[config.mk]
export PLATFORM = sky130hd
export DESIGN_NAME = rr_priority_encoder
export DESIGN_NICKNAME = d
export VERILOG_FILES = /design/src/rtl/rr_priority_encoder.sv
export SDC_FILE = /design/constraint.sdc
export NUM_CORES = 1
export LEC_CHECK = 0
export ABC_AREA = 1
export ABC_CLOCK_PERIOD_IN_PS = 3200
export CORE_MARGIN = 5
export CORE_UTILIZATION = 30
export DETAILED_ROUTE_END_ITERATION = 7
export PLACE_DENSITY = 0.49
export REMOVE_ABC_BUFFERS = 1
export SYNTH_ARGS = -nofsm -noshare
export SYNTH_HDL_FRONTEND = slang
export SYNTH_SLANG_ARGS = --single-unit
[constraint.sdc]
create_clock -name clk -period 3.2 [get_ports clk]
set_input_delay 0.32 -clock clk [delete_from_list [all_inputs] [get_ports clk]]
set_output_delay 0.32 -clock clk [all_outputs]
set_load 0.01 [all_outputs]
[src/rtl/rr_priority_encoder.sv]
// Registered priority encoder with fixed-priority or round-robin selection.
// Latency: 1 cycle from accept to out_valid; 1 result/cycle sustained.
// Backpressure: single output register, in_ready = !out_valid || out_ready.
module rr_priority_encoder #(
    parameter int M = 8,
    parameter int N = 3
) (
    input  logic         clk,
    input  logic         rst,
    input  logic         in_valid,
    output logic         in_ready,
    input  logic [M-1:0] in,
    input  logic         mode,
    output logic         out_valid,
    input  logic         out_ready,
    output logic [N-1:0] out,
    output logic         out_zero,
    output logic [N-1:0] rr_ptr
);

    // Elaboration-time sanity checks on the parameter pair
    if (M < 2) begin : g_bad_m
        $error("rr_priority_encoder: M must be at least 2");
    end
    if ((1 << N) < M) begin : g_bad_n
        $error("rr_priority_encoder: N too narrow to encode M requesters");
    end

    logic         r_out_valid;
    logic [N-1:0] r_out;
    logic         r_out_zero;
    logic [N-1:0] r_rr_ptr;

    logic         w_accept;
    logic         w_any;
    logic [N-1:0] w_fixed_idx;
    logic [N-1:0] w_rr_idx;
    logic [N-1:0] w_rr_next;
    logic [N-1:0] w_win_idx;

    assign in_ready  = !r_out_valid || out_ready;
    assign w_accept  = in_valid && in_ready;
    assign w_any     = |in;

    assign out_valid = r_out_valid;
    assign out       = r_out;
    assign out_zero  = r_out_zero;
    assign rr_ptr    = r_rr_ptr;

    // Fixed priority: scanning upward lets the highest set bit overwrite lower ones
    always_comb begin
        w_fixed_idx = '0;
        for (int i = 0; i < M; i++) begin
            if (in[i]) begin
                w_fixed_idx = N'(i);
            end
        end
    end

    // Round-robin: first set bit walking from rr_ptr upward with wrap at M
    always_comb begin
        logic found;
        int   idx;
        w_rr_idx = '0;
        found    = 1'b0;
        idx      = 0;
        for (int k = 0; k < M; k++) begin
            idx = int'(r_rr_ptr) + k;
            if (idx >= M) begin
                idx = idx - M;
            end
            if (!found && in[idx]) begin
                found    = 1'b1;
                w_rr_idx = N'(idx);
            end
        end
    end

    // Winner selection and the pointer value that follows a round-robin grant
    always_comb begin
        w_win_idx = mode ? w_rr_idx : w_fixed_idx;
        w_rr_next = (w_rr_idx == N'(M - 1)) ? '0 : w_rr_idx + N'(1);
    end

    // Output register and pointer state; reset overrides any accept
    always_ff @(posedge clk) begin
        if (rst) begin
            r_out_valid <= 1'b0;
            r_out       <= '0;
            r_out_zero  <= 1'b0;
            r_rr_ptr    <= '0;
        end else if (w_accept) begin
            r_out_valid <= 1'b1;
            r_out       <= w_any ? w_win_idx : '0;
            r_out_zero  <= !w_any;
            if (mode && w_any) begin
                r_rr_ptr <= w_rr_next;
            end
        end else if (out_ready) begin
            // Drain: result consumed, keep the last encoded value on the bus
            r_out_valid <= 1'b0;
        end
    end

endmodule

# Word-level counts from Yosys, hierarchy flattened
# Index checks and enable logic that the tools add are counted.
# op_classes
add_sub_neg	16
n_lt_le_gt_ge	16
eq_ne	1
mux	59
n_reduce_logical	22
# ops
cell	count
$lt 32x5->1 const B	8
$mux 32	8
$mux 3	16
$sub 4x4->5 const B	7
$ge 4x4->1 const B	7
$mux 1	26
$bmux 1 s3	8
$add 3x3->4 const B	4
$logic_and 1x1->1	9
$logic_not 1->1	9
$add 3x2->4 const B	2
$reduce_or 8->1	1
$sub 3x4->5 const B	1
$add 3x1->4 const B	1
$ge 3x4->1 const B	1
$add 3x1->3 const B	1
$eq 3x3->1 const B	1
$mux 2	1
$reduce_and 2->1	1
$reduce_bool 2->1	1
$logic_or 1x1->1	1
# totals
ff_bits	8
in_bits	13
output_inout_bits	9
word_cells	118

# Longest topological paths before layout
# Gate-level depths: netlist of run 1.
# depth
depth_word	29
mapped_depth	20

# Worst setup path before layout of run 1
# OpenSTA, ideal clock, no wires.
# synth_timing
path_kind	register to register
from	register r_rr_ptr[1], in the netlist rr_ptr[1]
to	register r_rr_ptr[2], in the netlist rr_ptr[2]
setup_time_ns	0.135
arrival_ns	2.542
required_ns	3.065
path_slack_ns	0.523
path_stages_with_launch	19
n_path_buf	0
period_less_slack_ns	2.677
cell_sequence	dfxtp_1 inv_2 ha_1 inv_2 nand3_1 nand2_1 nand2_1 nand2_2 nor2_1 nand2_1 o21ai_0 a21oi_1 nand3_1 nor2_1 nand3_2 ha_1 ha_1 nor2_1 a211oi_1
# synth_between
elab_chain_cells	29
elab_cells_between_ends	87
classes_between	add/sub (16); order compare (8); eq/ne (1); mux (48); reduce/logical (14)
# synth_lines
element	line_no	source
from (decl)	32	logic [N-1:0] r_rr_ptr;
from (signal assigned)	97	r_rr_ptr <= w_rr_next;
parallel branches: the longest is 26 deep, another holds $sub 4x4->5	n/a	
$mux 3 (*)	72	if (!found && in[idx]) begin
$add 3x1->3 or $eq 3x3->1 (tied branches)	82	w_rr_next = (w_rr_idx == N'(M - 1)) ? '0 : w_rr_idx + N'(1);
$mux 3 (*)	82	
via w_rr_next[2]	38	logic [N-1:0] w_rr_next;
# Mark *: on every way through the listed nets, which the timed path passes. The select of a mux whose other input is x is not followed.
# A chain may end at the register's enable or synchronous reset.

# Worst setup path in the final report of run 1
# layout_timing
from	register r_rr_ptr[0], in the netlist rr_ptr[0]
to	register r_rr_ptr[2], in the netlist rr_ptr[2]
# Same word-level chain as after synthesis.

==> metrics.md, run 1 <==
| Metric | Value |
|---|---|
| Layout area overhead | 26.5% |
| R2R Setup Slk | 0.42 ns |
| Post-route setup TNS | 0 ns |
| Min Hold Slack | 0.477 ns |
| GR Util met2 | 22.0% |
| CTS tree | yes |
| # IOs | 22 |
| FILL cells | 411 |
| Buffers on Ports | 21 |
| Die Wd | 71.6 µm |
| Nets | 230 |
| Slew HR | 67.9% |
| LEAKAGE | 0.652 nW |
| RSZ-0062 raised after global routing | false |
| Area leader, netlist | nand2_1 |
| DR vias/cell | 4.92 |
| Ys async rst share | 0% |
| Clock Sinks | 8 |
| WL/cell | 12.6 µm |
| Met3 Usage GRT | 1.68% |
| Root Driver | clkbuf_8 |
| Grt ovf | 0 |
| Worst setup SP type | flop |
| Max Fanout on Critical Path | 10 |
| Commonest cells post-synth | nand2_1 (51), nand3_1 (30), nor2_1 (17) |
| Worst clock skew | 0.00439 ns |
| Ys Warns | 0 |
| Post-Syn Area | 1140 µm² |
| Max Cap Violations | 0 |
| # rows | 22 |
| First-pass GRT wire length | 5.50 mm |
| Inserted Clock Buffers | 3 |
| Max clock buf depth | 2 |
| FF-to-FF Start | rr_ptr[0]$_SDFFE_PP0P_ |
| FF-to-FF path depth | 18 |
| Critical Path AT | 2.92 ns |
| Synthesized flop and latch total | 8 |
| Post-CTS setup buffers | 0 |
| FMAX | 359 MHz |
| Prevailing post-synth register cell | dfxtp_1 |
| Core area | 3660 µm² |
| Outcome | completed |
| Setup crit end kind | flop |
| RD Place Congestion | 0.872 |
| Crit Path Category | reg -> reg |
| Pin count of the biggest net entering global routing | 13 |
| Share of cells above drive strength 1 | 19.0% |
| Clock Latency Late Sink | 0.23 ns |
| Final WL | 3.27 mm |
| Post-synth EDFFs | 0 |
| Grt met1 use | 17.2% |
| Endpoints failing setup | 0 |
| Initial antenna violation count | 0 |
| Post-synth cell types | 33 |
| Power Dens Cells | 512 nW/µm² |
| Final period util | 87.0% |
| Fin crit period | 2.78 ns |
| Hold Crit Class | reg -> reg |
| Vias in the first global route | 1312 |
| Via Count | 1275 |
| Die height | 71.6 µm |
| Final hold vios | 0 |
| Worst-path clk slew | 0.04 ns |
| Worst slew pin tran | 0.481 ns |
| Initial core utilization | 31.1% |
| Post-route cell area | 1440 µm² |
| DRT iter0 DRCs | 38 |
| Yosys top cell area share | 16.8% |
| # DRC | 0 |
| Count leader, synth | nand2_1 |
| HPWL after DPL | 2.79 mm |
| Sequential area share after synthesis | 14.1% |
| H-tree levels | 1 |
| Diodes inserted | 0 |
| Synth area leaders | nand2_1 (17%), dfxtp_1 (14%), nand3_1 (13%), nand2_2 (6.1%), nor2_1 (5.6%) |
| Total GRT Usage | 13.2% |
| Die ar. | 5120 µm² |
| Post-CTS Resized | 0 |
| Worst r2r dst | rr_ptr[2]$_SDFFE_PP0P_ |
| Syn Inst Count | 188 |
| Util after Layout | 39.3% |
| Worst VDD drop | 0.222 mV |
| First-pass detailed-route iteration total | 4 |
| Hold Buf Count CTS | 0 |
| Critical Path Source | rr_ptr[0]$_SDFFE_PP0P_ |
| Placed instance area | 1400 µm² |
| PnR Total Power | 0.000737 W |
| Global route hottest layer | met2 |
| Slew Limit Fails | 0 |
| Crit path capture | rr_ptr[2]$_SDFFE_PP0P_ |
| Post-route ant nets | 0 |
| Critical Path RT | 3.34 ns |
| Mean post-synth cell area | 6.05 µm² |
-- metal layers --
| layer | up-vias | wire, µm |
|---|---|---|
| met3 | 6 | 113 |
| li1 | 669 | - |
| met2 | 34 | 1480 |
| met4 | 0 | 50 |
| met1 | 566 | 1630 |
| met5 | - | 0 |
-- sequential cells by signal, indices dropped and copies added (netlist names) --
signal / cells
out_valid: 1
out_zero: 1
out: 3
rr_ptr: 3
-- report_power, final --
part	total [W]	internal [W]	leakage, nW	switching [W]
combinational	0.000490	0.000181	0.564	0.000309
clock	0.000120	0.0000814	0.0216	0.0000388
sequential	0.000127	0.000113	0.0664	0.0000144
-- cell usage in the layout, fill, tap and decap left out, types with 2 or more instances in the layout --
master / Yosys / final
nor3_1: 3 / 3
a21oi_1: 7 / 7
dfxtp_1: 8 / 7
nor2_4: 2 / 2
nor2_1: 17 / 17
nand2_4: 2 / 2
clkinv_1: 2 / 2
buf_4: 0 / 2
ha_1: 4 / 4
a211oi_1: 3 / 3
nand2_2: 11 / 11
nand3_1: 30 / 30
nand4_1: 2 / 2
nand2_1: 51 / 51
o21ai_0: 2 / 2
clkbuf_8: 0 / 3
inv_2: 5 / 5
clkdlybuf4s50_1: 0 / 21
a21oi_2: 3 / 3
inv_1: 15 / 15
nand3_2: 5 / 5
-- worst min-delay path by stage --
stage / depth (start not counted) / to / start
after floorplan: 1 / out[0]$_SDFFE_PP0P_ / rst
after global placement: 2 / out[2]$_SDFFE_PP0P_ / out[2]$_SDFFE_PP0P_
after detailed placement: 2 / out[0]$_SDFFE_PP0P_ / out[0]$_SDFFE_PP0P_
after CTS: 2 / out[0]$_SDFFE_PP0P_ / out[0]$_SDFFE_PP0P_
after global routing: 2 / out[0]$_SDFFE_PP0P_ / out[0]$_SDFFE_PP0P_
final: 2 / out[0]$_SDFFE_PP0P_ / out[0]$_SDFFE_PP0P_
-- worst max-delay path, cell delays in order, from the launching register on --
cell and delay, ns:
dfxtp_1 0.34, inv_2 0.10, ha_1 0.39, inv_2 0.14
nand3_1 0.15, nand2_1 0.10, nand2_1 0.06, nand2_2 0.12
nor2_1 0.06, nand2_1 0.07, o21ai_0 0.08, a21oi_1 0.12
nand3_1 0.09, nor2_1 0.12, nand3_2 0.10, ha_1 0.21
ha_1 0.27, nor2_1 0.04, a211oi_1 0.15
-- final cells by class --
type	count	area (µm²)	share of cell area (%)
Clock buffer	3	41.3	2.87
Inverter	23	87.6	6.09
Multi-Input combinational cell	154	863	60.0
Sequential cell	8	161	11.2
Tap cell	48	60.1	4.17
Timing Repair Buffer	23	225	15.7
-- logic make-up (layout without fill, tap and decap cells) --
logic type / count (synthesis) / in the layout / synth area share (%)
AND/OR/NAND/NOR: 125 / 125 / 54.7
adder cells (fa/ha/maj): 4 / 4 / 4.40
buffers and inverters: 26 / 49 / 10.0
XOR/XNOR: 3 / 3 / 3.63
flip-flops: 8 / 8 / 14.1
AO/OA/AOI/OAI: 22 / 22 / 13.2
-- stage by stage --
step                      cells  setup slack, ns
after global placement      256            0.322
after detailed placement    256            0.257
after global routing        259           0.0949
after floorplan             185            0.407
final                       259            0.415
after CTS                   259            0.246
Power figures use the tool's default switching activity.
==> run 2, diff against run 1 <==
--- a/config.mk
+++ b/config.mk
@@ -10,7 +10,7 @@
 export CORE_MARGIN = 5
 export CORE_UTILIZATION = 30
 export DETAILED_ROUTE_END_ITERATION = 7
-export PLACE_DENSITY = 0.49
+export GPL_TIMING_DRIVEN = 0
 export REMOVE_ABC_BUFFERS = 1
 export SYNTH_ARGS = -nofsm -noshare
 export SYNTH_HDL_FRONTEND = slang
==> constraint.sdc (replaced) <==
create_clock -name clk -period 3.2 [get_ports clk]
set_input_delay 0.32 -clock clk [delete_from_list [all_inputs] [get_ports clk]]
set_output_delay 0.32 -clock clk [all_outputs]
set_load 0.005 [all_outputs]
==> run 2 against run 1 <==
Critical path depth unchanged. Worst setup slack worse by 0.099 ns. Combinational power down 3%.
==> metrics.md, run 2 (same netlist as run 1, synthesis figures left out) <==
| Metric | Value |
|---|---|
| Net Sw Frac | 48.1% |
| Clock Latency Late Sink | 0.23 ns |
| Flop pwr share | 18.4% |
| Util after Layout | 39.7% |
| Pin count of the biggest net entering global routing | 14 |
| Die ar. | 5120 µm² |
| H-tree levels | 1 |
| Slew Limit Fails | 0 |
| FF-to-FF path depth | 18 |
| FMAX | 347 MHz |
| Total GRT Usage | 12.0% |
| DR vias/cell | 4.85 |
| Core area | 3660 µm² |
| Most common cell after layout, fill and taps aside | nand2_1 |
| Fin crit period | 2.88 ns |
| First-pass detailed-route iteration total | 4 |
| Post-route ant nets | 0 |
| FF-to-FF Start | rr_ptr[0]$_SDFFE_PP0P_ |
| Worst slew pin tran | 0.446 ns |
| # DRC | 0 |
| Worst VDD drop | 0.251 mV |
| CTS tree | yes |
| Worst-path cell with the longest stage delay | dfxtp_4 |
| Min Hold Slack | 0.483 ns |
| Endpoints failing setup | 0 |
| Worst Hold Path EP | out[2]$_SDFFE_PP0P_ |
| HPWL after DPL | 2.40 mm |
| Grt ovf | 0 |
| Slew HR | 70.2% |
| LEAKAGE | 0.659 nW |
| Vias in the first global route | 1175 |
| Startpoint of the worst hold path | out[2]$_SDFFE_PP0P_ |
| Die height | 71.6 µm |
| Share of cells above drive strength 1 | 20.3% |
| Net Sw Power | 0.000351 W |
| # IOs | 22 |
| Final WL | 2.92 mm |
| Worst path cell trace | inv_2, ha_2, inv_2, nand3_1, nand2_1, nand2_1, nand2_2, nor2_1, nand2_1, o21ai_0, a21oi_1, nand3_1, nor2_1, nand3_2, ha_1, ha_1, nor2_1, a211oi_1 |
| Layout area overhead | 27.9% |
| Diodes inserted | 0 |
| FILL cells | 410 |
| Max Fanout on Critical Path | 11 |
| Worst-path clk slew | 0.04 ns |
| Power Dens Cells | 501 nW/µm² |
| Worst clock skew | 0.00169 ns |
| Worst Hold Depth | 2 |
| R2R Setup Slk | 0.32 ns |
| Sequential cell area | 165 µm² |
| Inserted Clock Buffers | 3 |
| First-pass GRT wire length | 5.14 mm |
| WL/cell | 11.2 µm |
| Footprint of the multi-input gates | 866 µm² |
| Via Count | 1260 |
| Max Cap Violations | 0 |
| P_int | 0.000378 W |
| Power share of the clock group | 16.4% |
| Initial core utilization | 31.1% |
| RD Place Congestion | 0.840 |
| Critical Path RT | 3.29 ns |
| Hold Crit Class | reg -> reg |
| Initial antenna violation count | 0 |
| Root Driver | clkbuf_8 |
| Most frequent cells in the layout | nand2_1 (51), nand3_1 (30), clkdlybuf4s50_1 (21), nor2_1 (17), inv_1 (15) |
| Max clock buf depth | 2 |
| Comb pwr share | 65.2% |
| Worst setup SP type | flop |
| Worst r2r dst | rr_ptr[2]$_SDFFE_PP0P_ |
| Final hold vios | 0 |
| DRT iter0 DRCs | 101 |
| Critical Path AT | 2.98 ns |
| Crit Path Category | reg -> reg |
| Final period util | 90.1% |
| Outcome | completed |
| Crit-path max cell delay | 0.38 ns |
| Clock Sinks | 8 |
| Nets | 231 |
| Die Wd | 71.6 µm |
| Buffers on Ports | 21 |
| # rows | 22 |
| Setup crit end kind | flop |
[run 2: cell types whose count changed in the layout (fill, tap and decap cells not counted), sizes merged]
cell,change
buf,+1
[run 2: worst max-delay path by stage]
stage / start / end / slack [ns] / cells after the start
finish: rr_ptr[0]$_SDFFE_PP0P_ / rr_ptr[2]$_SDFFE_PP0P_ / 0.32 / 18
global route: rr_ptr[0]$_SDFFE_PP0P_ / rr_ptr[2]$_SDFFE_PP0P_ / -0.008 / 18
CTS: rr_ptr[1]$_SDFFE_PP0P_ / rr_ptr[2]$_SDFFE_PP0P_ / 0.07 / 18
detailed placement: rr_ptr[0]$_SDFFE_PP0P_ / rr_ptr[2]$_SDFFE_PP0P_ / -0.1 / 18
global placement: rr_ptr[0]$_SDFFE_PP0P_ / rr_ptr[2]$_SDFFE_PP0P_ / -0.12 / 18
floorplan: rr_ptr[0]$_SDFFE_PP0P_ / rr_ptr[2]$_SDFFE_PP0P_ / 0.45 / 18
[run 2: cell type report]
| class | instances | share of cell area [%] |
|---|---|---|
| multi-input combinational | 154 | 59.5 |
| sequential | 8 | 11.3 |
| timing repair buffer | 24 | 16.0 |
| tap | 48 | 4.13 |
| inverter | 23 | 6.19 |
| clock buffer | 3 | 2.84 |
[run 2: layer usage]
metal	track usage [%]	up-vias	wire length (µm)
met5	0	-	0
met4	2.71	0	19
met3	1.26	2	112
met2	18.7	27	1270
met1	17.7	561	1510
li1	-	670	-
[run 2: power groups by stage]
stage / Clock, W / Sequential [W] / Combinational, W
6_report: 0.000119 / 0.000135 / 0.000475
5_1_grt: 0.000128 / 0.000136 / 0.000541
4_1_cts: 0.000123 / 0.000135 / 0.000465
3_5_place_dp: 0 / 0.000135 / 0.000464
3_3_place_gp: 0 / 0.000136 / 0.000465
2_1_floorplan: 0 / 0.000132 / 0.000347
[run 2: through the flow]
step / power (W) / std cells / TNS (ns) / instance area (µm²) / worst slack, ns
after floorplan: 0.000479 / 185 / 0 / 1110 / 0.448
after global placement: 0.000601 / 254 / -0.192 / 1380 / -0.118
after detailed placement: 0.000599 / 254 / -0.149 / 1380 / -0.0981
after CTS: 0.000722 / 257 / 0 / 1420 / 0.0683
after global routing: 0.000805 / 260 / -0.00849 / 1460 / -0.00849
final: 0.000729 / 260 / 0 / 1460 / 0.316
[run 2: worst max-delay path: cells and delay by family, from the launching register on]
family | cells | cell delay (ns)
AND/OR/NAND/NOR | 10 | 0.95
AO/OA/AOI/OAI | 3 | 0.26
flip-flops | 1 | 0.38
adder cells (fa/ha/maj) | 3 | 0.83
buffers and inverters | 2 | 0.32
[run 2: repair_timing]
action | CTS | global route
endpoints found under the setup margin | 2 | 3
buffers inserted | 0 | 3
hold buffers | 0 | 0
resized for setup | 1 | 4
cloned | 0 | 0
